### src/rtl/sw_entry_capture_pkg.sv
// Shared constants and state encoding for the switch-entry capture path.
package sw_entry_capture_pkg;

    localparam int KEY_CAPTURE = 0;
    localparam int KEY_CLEAR   = 1;
    localparam int ENTRY_BYTES = 3;
    localparam int ENTRY_W     = ENTRY_BYTES * 8;

    typedef enum logic [1:0] {
        ST_EMPTY   = 2'd0,
        ST_PARTIAL = 2'd1,
        ST_FULL    = 2'd2
    } cap_state_t;

endpackage

### src/rtl/sw_entry_capture_key_debounce.sv
// Single active-low key: 2-flop synchronizer, stability counter and press-edge strobe.
module key_debounce #(
    parameter int DEBOUNCE_CYCLES = 500000
) (
    input  logic clk,
    input  logic reset_n,
    input  logic raw_n,
    output logic level,
    output logic press
);

    localparam int CNT_W = (DEBOUNCE_CYCLES > 1) ? $clog2(DEBOUNCE_CYCLES) : 1;
    localparam logic [CNT_W-1:0] CNT_MAX = CNT_W'(DEBOUNCE_CYCLES - 1);

    logic             sync_p0;
    logic             sync_p1;
    logic             sample;
    logic [CNT_W-1:0] cnt;

    assign sample = ~sync_p1;

    always_ff @(posedge clk or negedge reset_n) begin
        if (!reset_n) begin
            sync_p0 <= 1'b1;
            sync_p1 <= 1'b1;
            cnt     <= '0;
            level   <= 1'b0;
            press   <= 1'b0;
        end else begin
            sync_p0 <= raw_n;
            sync_p1 <= sync_p0;
            press   <= 1'b0;
            if (sample == level) begin
                cnt <= '0;
            end else if (cnt == CNT_MAX) begin
                // Only the released->pressed toggle raises the strobe.
                cnt   <= '0;
                level <= ~level;
                press <= ~level;
            end else begin
                cnt <= cnt + 1'b1;
            end
        end
    end

endmodule

### src/rtl/sw_entry_capture.sv
// Debounced key capture of the slide switches into a 3-byte shift buffer for the display path.
module sw_entry_capture
    import sw_entry_capture_pkg::*;
#(
    parameter int DEBOUNCE_CYCLES = 500000
) (
    input  logic                clk,
    input  logic                reset_n,
    input  logic [7:0]          SW,
    input  logic [1:0]          KEY,
    output logic [ENTRY_W-1:0]  digits,
    output logic [1:0]          count,
    output logic                full,
    output logic                capture_pulse,
    output logic [1:0]          key_level
);

    logic [7:0] sw_p0;
    logic [7:0] sw_p1;
    logic [1:0] press;
    cap_state_t state;

    function automatic logic [1:0] sat_inc(input logic [1:0] c);
        return (c == 2'(ENTRY_BYTES)) ? c : c + 2'd1;
    endfunction

    for (genvar k = 0; k < 2; k++) begin : g_key
        key_debounce #(
            .DEBOUNCE_CYCLES(DEBOUNCE_CYCLES)
        ) u_key_debounce (
            .clk    (clk),
            .reset_n(reset_n),
            .raw_n  (KEY[k]),
            .level  (key_level[k]),
            .press  (press[k])
        );
    end

    always_ff @(posedge clk or negedge reset_n) begin
        if (!reset_n) begin
            sw_p0 <= '0;
            sw_p1 <= '0;
        end else begin
            sw_p0 <= SW;
            sw_p1 <= sw_p0;
        end
    end

    assign full = (count == 2'(ENTRY_BYTES));

    // Clear takes priority over a capture arriving in the same cycle.
    always_ff @(posedge clk or negedge reset_n) begin
        if (!reset_n) begin
            state         <= ST_EMPTY;
            digits        <= '0;
            count         <= '0;
            capture_pulse <= 1'b0;
        end else begin
            capture_pulse <= 1'b0;
            if (press[KEY_CLEAR]) begin
                state  <= ST_EMPTY;
                digits <= '0;
                count  <= '0;
            end else if (press[KEY_CAPTURE]) begin
                capture_pulse <= 1'b1;
                digits        <= {digits[ENTRY_W-9:0], sw_p1};
                case (state)
                    ST_EMPTY: begin
                        count <= 2'd1;
                        state <= ST_PARTIAL;
                    end
                    ST_PARTIAL: begin
                        count <= sat_inc(count);
                        state <= (sat_inc(count) == 2'(ENTRY_BYTES)) ? ST_FULL : ST_PARTIAL;
                    end
                    default: begin
                        count <= 2'(ENTRY_BYTES);
                        state <= ST_FULL;
                    end
                endcase
            end
        end
    end

endmodule

### config.mk
export PLATFORM = sky130hd
export DESIGN_NAME = sw_entry_capture
export DESIGN_NICKNAME = d
export VERILOG_FILES = /design/src/rtl/sw_entry_capture_pkg.sv /design/src/rtl/sw_entry_capture_key_debounce.sv /design/src/rtl/sw_entry_capture.sv
export SDC_FILE = /design/constraint.sdc
export NUM_CORES = 1
export LEC_CHECK = 0
export BUFFER_PORTS_ARGS = -buffer_cell sky130_fd_sc_hd__buf_4
export CORE_UTILIZATION = 40
export CTS_BUF_LIST = sky130_fd_sc_hd__clkbuf_4
export CTS_CLUSTER_DIAMETER = 40
export DETAILED_ROUTE_END_ITERATION = 8
export GPL_TIMING_DRIVEN = 1
export SLEW_MARGIN = 20
export SYNTH_ARGS = -nofsm -noshare
export SYNTH_HDL_FRONTEND = slang
export SYNTH_SLANG_ARGS = --single-unit
export TNS_END_PERCENT = 50
### constraint.sdc
create_clock -name clk -period 1.7 [get_ports clk]
set_input_delay 0 -clock clk [delete_from_list [all_inputs] [get_ports clk]]
set_output_delay 0 -clock clk [all_outputs]
set_load 0.05 [all_outputs]
After elaboration in Yosys (flattened, before gate mapping). Cells that the tools add are included.

Input bits: 12. Logic and storage cells: 56. Flip-flop bits (word level): 91.

Add/sub/neg operators: 3. Bitwise operators: 6. Eq/ne operators: 7. Reduce and logical (&&, ||, !) cells: 4. Multiplexer cells: 20.

Operators with widths (count): 19-bit 2-to-1 mux (4); 24-bit 2-to-1 mux (2); 19-bit by 1-bit adder with 19-bit output, second input constant (2); 19-bit equality test, second input constant (2); 2-bit 2-to-1 mux (6); 2-bit one-hot mux with 2 select lines (2); 1-bit 2-to-1 mux (6); 1-bit NOT (6); 2-bit equality test, second input constant (2); 2-bit AND reduction (2); 2-bit by 1-bit adder with 2-bit output, second input constant (1); 1-bit equality test (2); 2-bit by 1-bit equality test with 1-bit output, second input constant (1); 2-bit logical NOT (1); 2-bit nonzero test (1).

Longest topological paths before layout.
Word-level depth: 7. Mapped depth: 5. Depth with buffers taken out: 5.

By module. Synthesis repeated with hierarchy kept, for this count alone.

Cells, all modules: 331. Area total of the unflattened synthesis: 3870.0 um2.

Modules (own cells, without submodules): sw_entry_capture (area each 1615.3 um2, cells each 114, instances 1, sequential area each 1126.1 um2); key_debounce at g_key[0].u_key_debounce (area each 1141.1 um2, cells each 106, instances 1, sequential area each 578.1 um2); key_debounce at g_key[1].u_key_debounce (area each 1113.6 um2, cells each 111, instances 1, sequential area each 578.1 um2).

Worst setup path before layout. Ideal clock, no wire load.

Path kind: register -> register. Start: register g_key[1].u_key_debounce.cnt[0]. End: register g_key[1].u_key_debounce.cnt[1]. Arrival: 1.787 ns. Setup time: 0.120 ns. Path slack: -0.206 ns. Clock period less this slack: 1.906 ns. Stages on the path, launching flop included: 6. Cells stage by stage: dfrtp_1 ha_1 nand4_4 or3_1 or4_4 and3_1.

Word-level cells in the longest chain between the ends: 3. Elaborated cells on any way between the ends: 4. Classes of those cells: 1 x add/sub; 1 x eq/ne; 2 x mux.

RTL lines: from (decl) (line sw_entry_capture_key_debounce.sv:18) `logic [CNT_W-1:0] cnt;`; from (signal assigned) (line sw_entry_capture_key_debounce.sv:41) `cnt <= cnt + 1'b1;`; 19-bit by 1-bit adder with 19-bit output / 19-bit equality test (equally long branches) (line sw_entry_capture_key_debounce.sv:41, sw_entry_capture_key_debounce.sv:35); 19-bit 2-to-1 mux * (line sw_entry_capture_key_debounce.sv:35) `end else if (cnt == CNT_MAX) begin`; 19-bit 2-to-1 mux * (line sw_entry_capture_key_debounce.sv:33) `if (sample == level) begin`.

Every way passes the cells marked *; elsewhere a longest branch is shown, timed or not. A chain may end at the register's enable or synchronous reset.

Worst setup path in the final report. Same ends and word-level chain as after synthesis.

==> metrics.cfg <==
[synth]
yosys.area.top_type=dfrtp_1
ys_seq_area_frac=0.601
ys_types=38
ys_async_sr_fraction=1.00
synth_area_leaders=dfrtp_1 57%, mux2i_1 7.4%, nor2_1 6.3%
yosysTopAreaCellShare=0.573
ys.warnings.count=0
synthFlopType=dfrtp_1
synth_edf_count=0
ys_ff_latch=91
avgSynthCellArea_um2=11.4
synth_cells=332
syn_nets=346
netlist_area_mm2=0.00380

[pwr]
ir_drop_mv=0.388
power_mw=3.49
leakagePower_nw=2.19
powerDensity_mw_per_mm2=700

[clock_network]
tritoncts=yes
cts_buffer_depth=2
cts.sinks=91
cts_buffers=9
htree_levels=3
cts_root_buffer=clkbuf_4
clk_latency_ps=430
clkTransAtPathRegs_ps=160

[worst_setup_path]
end_kind=flip-flop
path_cells=ha_4 > nand4_4 > or3_1 > or4_4 > and3_1
critPathArrivalTime_ps=2050
cp.buffers_inverters=0
start_kind=flip-flop
criticalPathCategory=flip-flop to flip-flop
cpLargestDelayFamily=simple AND/OR/NAND/NOR gates
cp_max_fo=4
cpPeakStageDelay_ps=440
crit_slowest_cell=or4_4
rrSetupSlack_ps=-20
required_ps=2030

[floorplan]
die_h_um=99.5
coreArea_mm2=0.00924
die_area_mm2=0.00989
io_pins=42
initial_core_util=0.411
rows=35
die_w_um=99.5

[min_path]
hold_class=primary input to asynchronous set/reset pin

[detailed_routing]
routed_wl_um=7570
dr.pass1.iters=4
drc=0
ant_nets=0
viasPerCell=4.93
wl_per_cell_um=13.3
first_iter_violations=113
vias=2815

[sta]
worst_slew_pin_slew_ps=817
hold_viol_final=0
slew_headroom=0.454
timing.hold.ws_ps=61.9
report.final.slew_viol_count=0
grt_setup_unrepaired=yes
fin_crit_sh=1.01
finalClockSkew_ps=21.5
setup_ws_ps=-19.7
setup_viol=3
fmax_ghz=0.582
fin_crit_ps=1720

[final_layout]
insertedDiodeCount=0
areaGrowthSynthToFinish_pct=31.3
nNetsFinal=451
finalNonFillerCells=571
nFillCells=807
regArea_mm2=0.00228
multi_input_area_mm2=0.00153
drive_gt1_frac=0.319

[status]
status=finished, violations left
violations=setup timing

[placement]
dp_cells=536
numPortBuffers=41
post-dp-hpwl_um=5090
gp_congestion=0.867

[global_route]
antenna_found_initial=0
grt_max_degree=73
overflow=0
grt_pass1_wl_um=13000
grt_pass1_vias=2812
grt_usage=0.165

[run]
cap_violations=0

[path summary, 6_finish.rpt]
| check | from | end | depth (start not counted) |
|---|---|---|---|
| worst max register to register | g_key[1].u_key_debounce.cnt[0] | g_key[1].u_key_debounce.cnt[1] | 5 |
| worst max-delay path | g_key[1].u_key_debounce.cnt[0] | g_key[1].u_key_debounce.cnt[1] | 5 |
| max in group asynchronous | reset_n | g_key[0].u_key_debounce.cnt[5] | 3 |
| worst min register to register | sw_p0[1] | sw_p1[1] | 0 |
| worst min-delay path | reset_n | g_key[0].u_key_debounce.sync_p1 | 2 |
| min in group clk | KEY[0] | g_key[0].u_key_debounce.sync_p0 | 2 |
[placed cells by master (no fill, tap or decap), drive strengths merged, types with 11 or more instances in the layout]
master       Yosys  final
mux2i           28     28
dlygate4sd3      0     12
dfrtp           87     87
nand2           11     11
nand3           13     13
nor2            64     64
buf              6     93
nand4           12     12
nor3            12     12
xnor2           26     26
[worst reg2reg max path, cell delays in order, from the launching register on]
cell     delay (ps)
dfrtp_1         420
ha_4            160
nand4_4         120
or3_1           320
or4_4           440
and3_1          160
[through the flow]
step	instance area, um^2	setup slack, ps	util	setup TNS, ps
after detailed placement	4590	-50.8	0.497	-243
final	4990	-19.7	0.540	-49.3
after global routing	4990	-108	0.540	-1990
after floorplan	3810	-49.8	-	-478
after global placement	4590	-10.1	0.497	-10.1
after CTS	4840	-42.8	0.524	-437
[sequential cells by signal, summed over array words and instances (netlist names)]
register and count:
g_key.u_key_debounce.cnt 38, digits 24, sw_p0 8, sw_p1 8, count 2, g_key.u_key_debounce.level 2
g_key.u_key_debounce.press 2, g_key.u_key_debounce.sync_p0 2, g_key.u_key_debounce.sync_p1 2, state 2, capture_pulse 1
[cell type report]
class,count,area share
Clock inverter,6,0.0100
Clock buffer,10,0.0151
Timing Repair Buffer,105,0.172
Tap cell,129,0.0324
Multi-Input combinational cell,222,0.306
Sequential cell,91,0.458
Inverter,8,0.00602
[power breakdown]
part	switching, mW	leakage [nW]	internal (mW)
Sequential	0.0227	1.21	2.20
Combinational	0.0886	0.910	0.0899
Clock	0.754	0.0636	0.333
Total	0.865	2.19	2.63
[cell families (layout without fill, tap and decap cells)]
kind of cell	Yosys count	after routing	share of synthesized area
simple gates	143	143	0.188
xor+xnor	31	31	0.0715
fa+ha+maj	2	2	0.00659
mux	28	28	0.0738
buf+inv	19	129	0.0214
compound gates	18	18	0.0376
flops	91	91	0.601
[cells in the mapped netlist, types with 3 or more instances]
master / instances
mux2i_1: 28
nand3_1: 13
o21ai_0: 5
nor3_1: 12
inv_1: 8
nor2_1: 64
or4_1: 3
nor4_1: 10
dfrtp_1: 87
xnor2_1: 26
xor2_1: 5
nand4_1: 11
a21oi_1: 6
nand2_1: 11
or3_1: 4
dfstp_2: 4
clkbuf_1: 5
[layer usage]
layer,track usage,part of all wire
met3,0.0323,0.037
met1,0.223,0.50
met4,0.0645,0.0096
met2,0.263,0.46
met5,0,0
[repair_timing]
item / in CTS / in global routing
hold buffers: 12 / 0
endpoints found under the hold margin: 99 / 0
pin swaps: 2 / 10
endpoints found under the setup margin: 21 / 39
setup buffers: 0 / 7
resized for setup: 2 / 24
No activity file was read; power rests on OpenSTA's default activity.
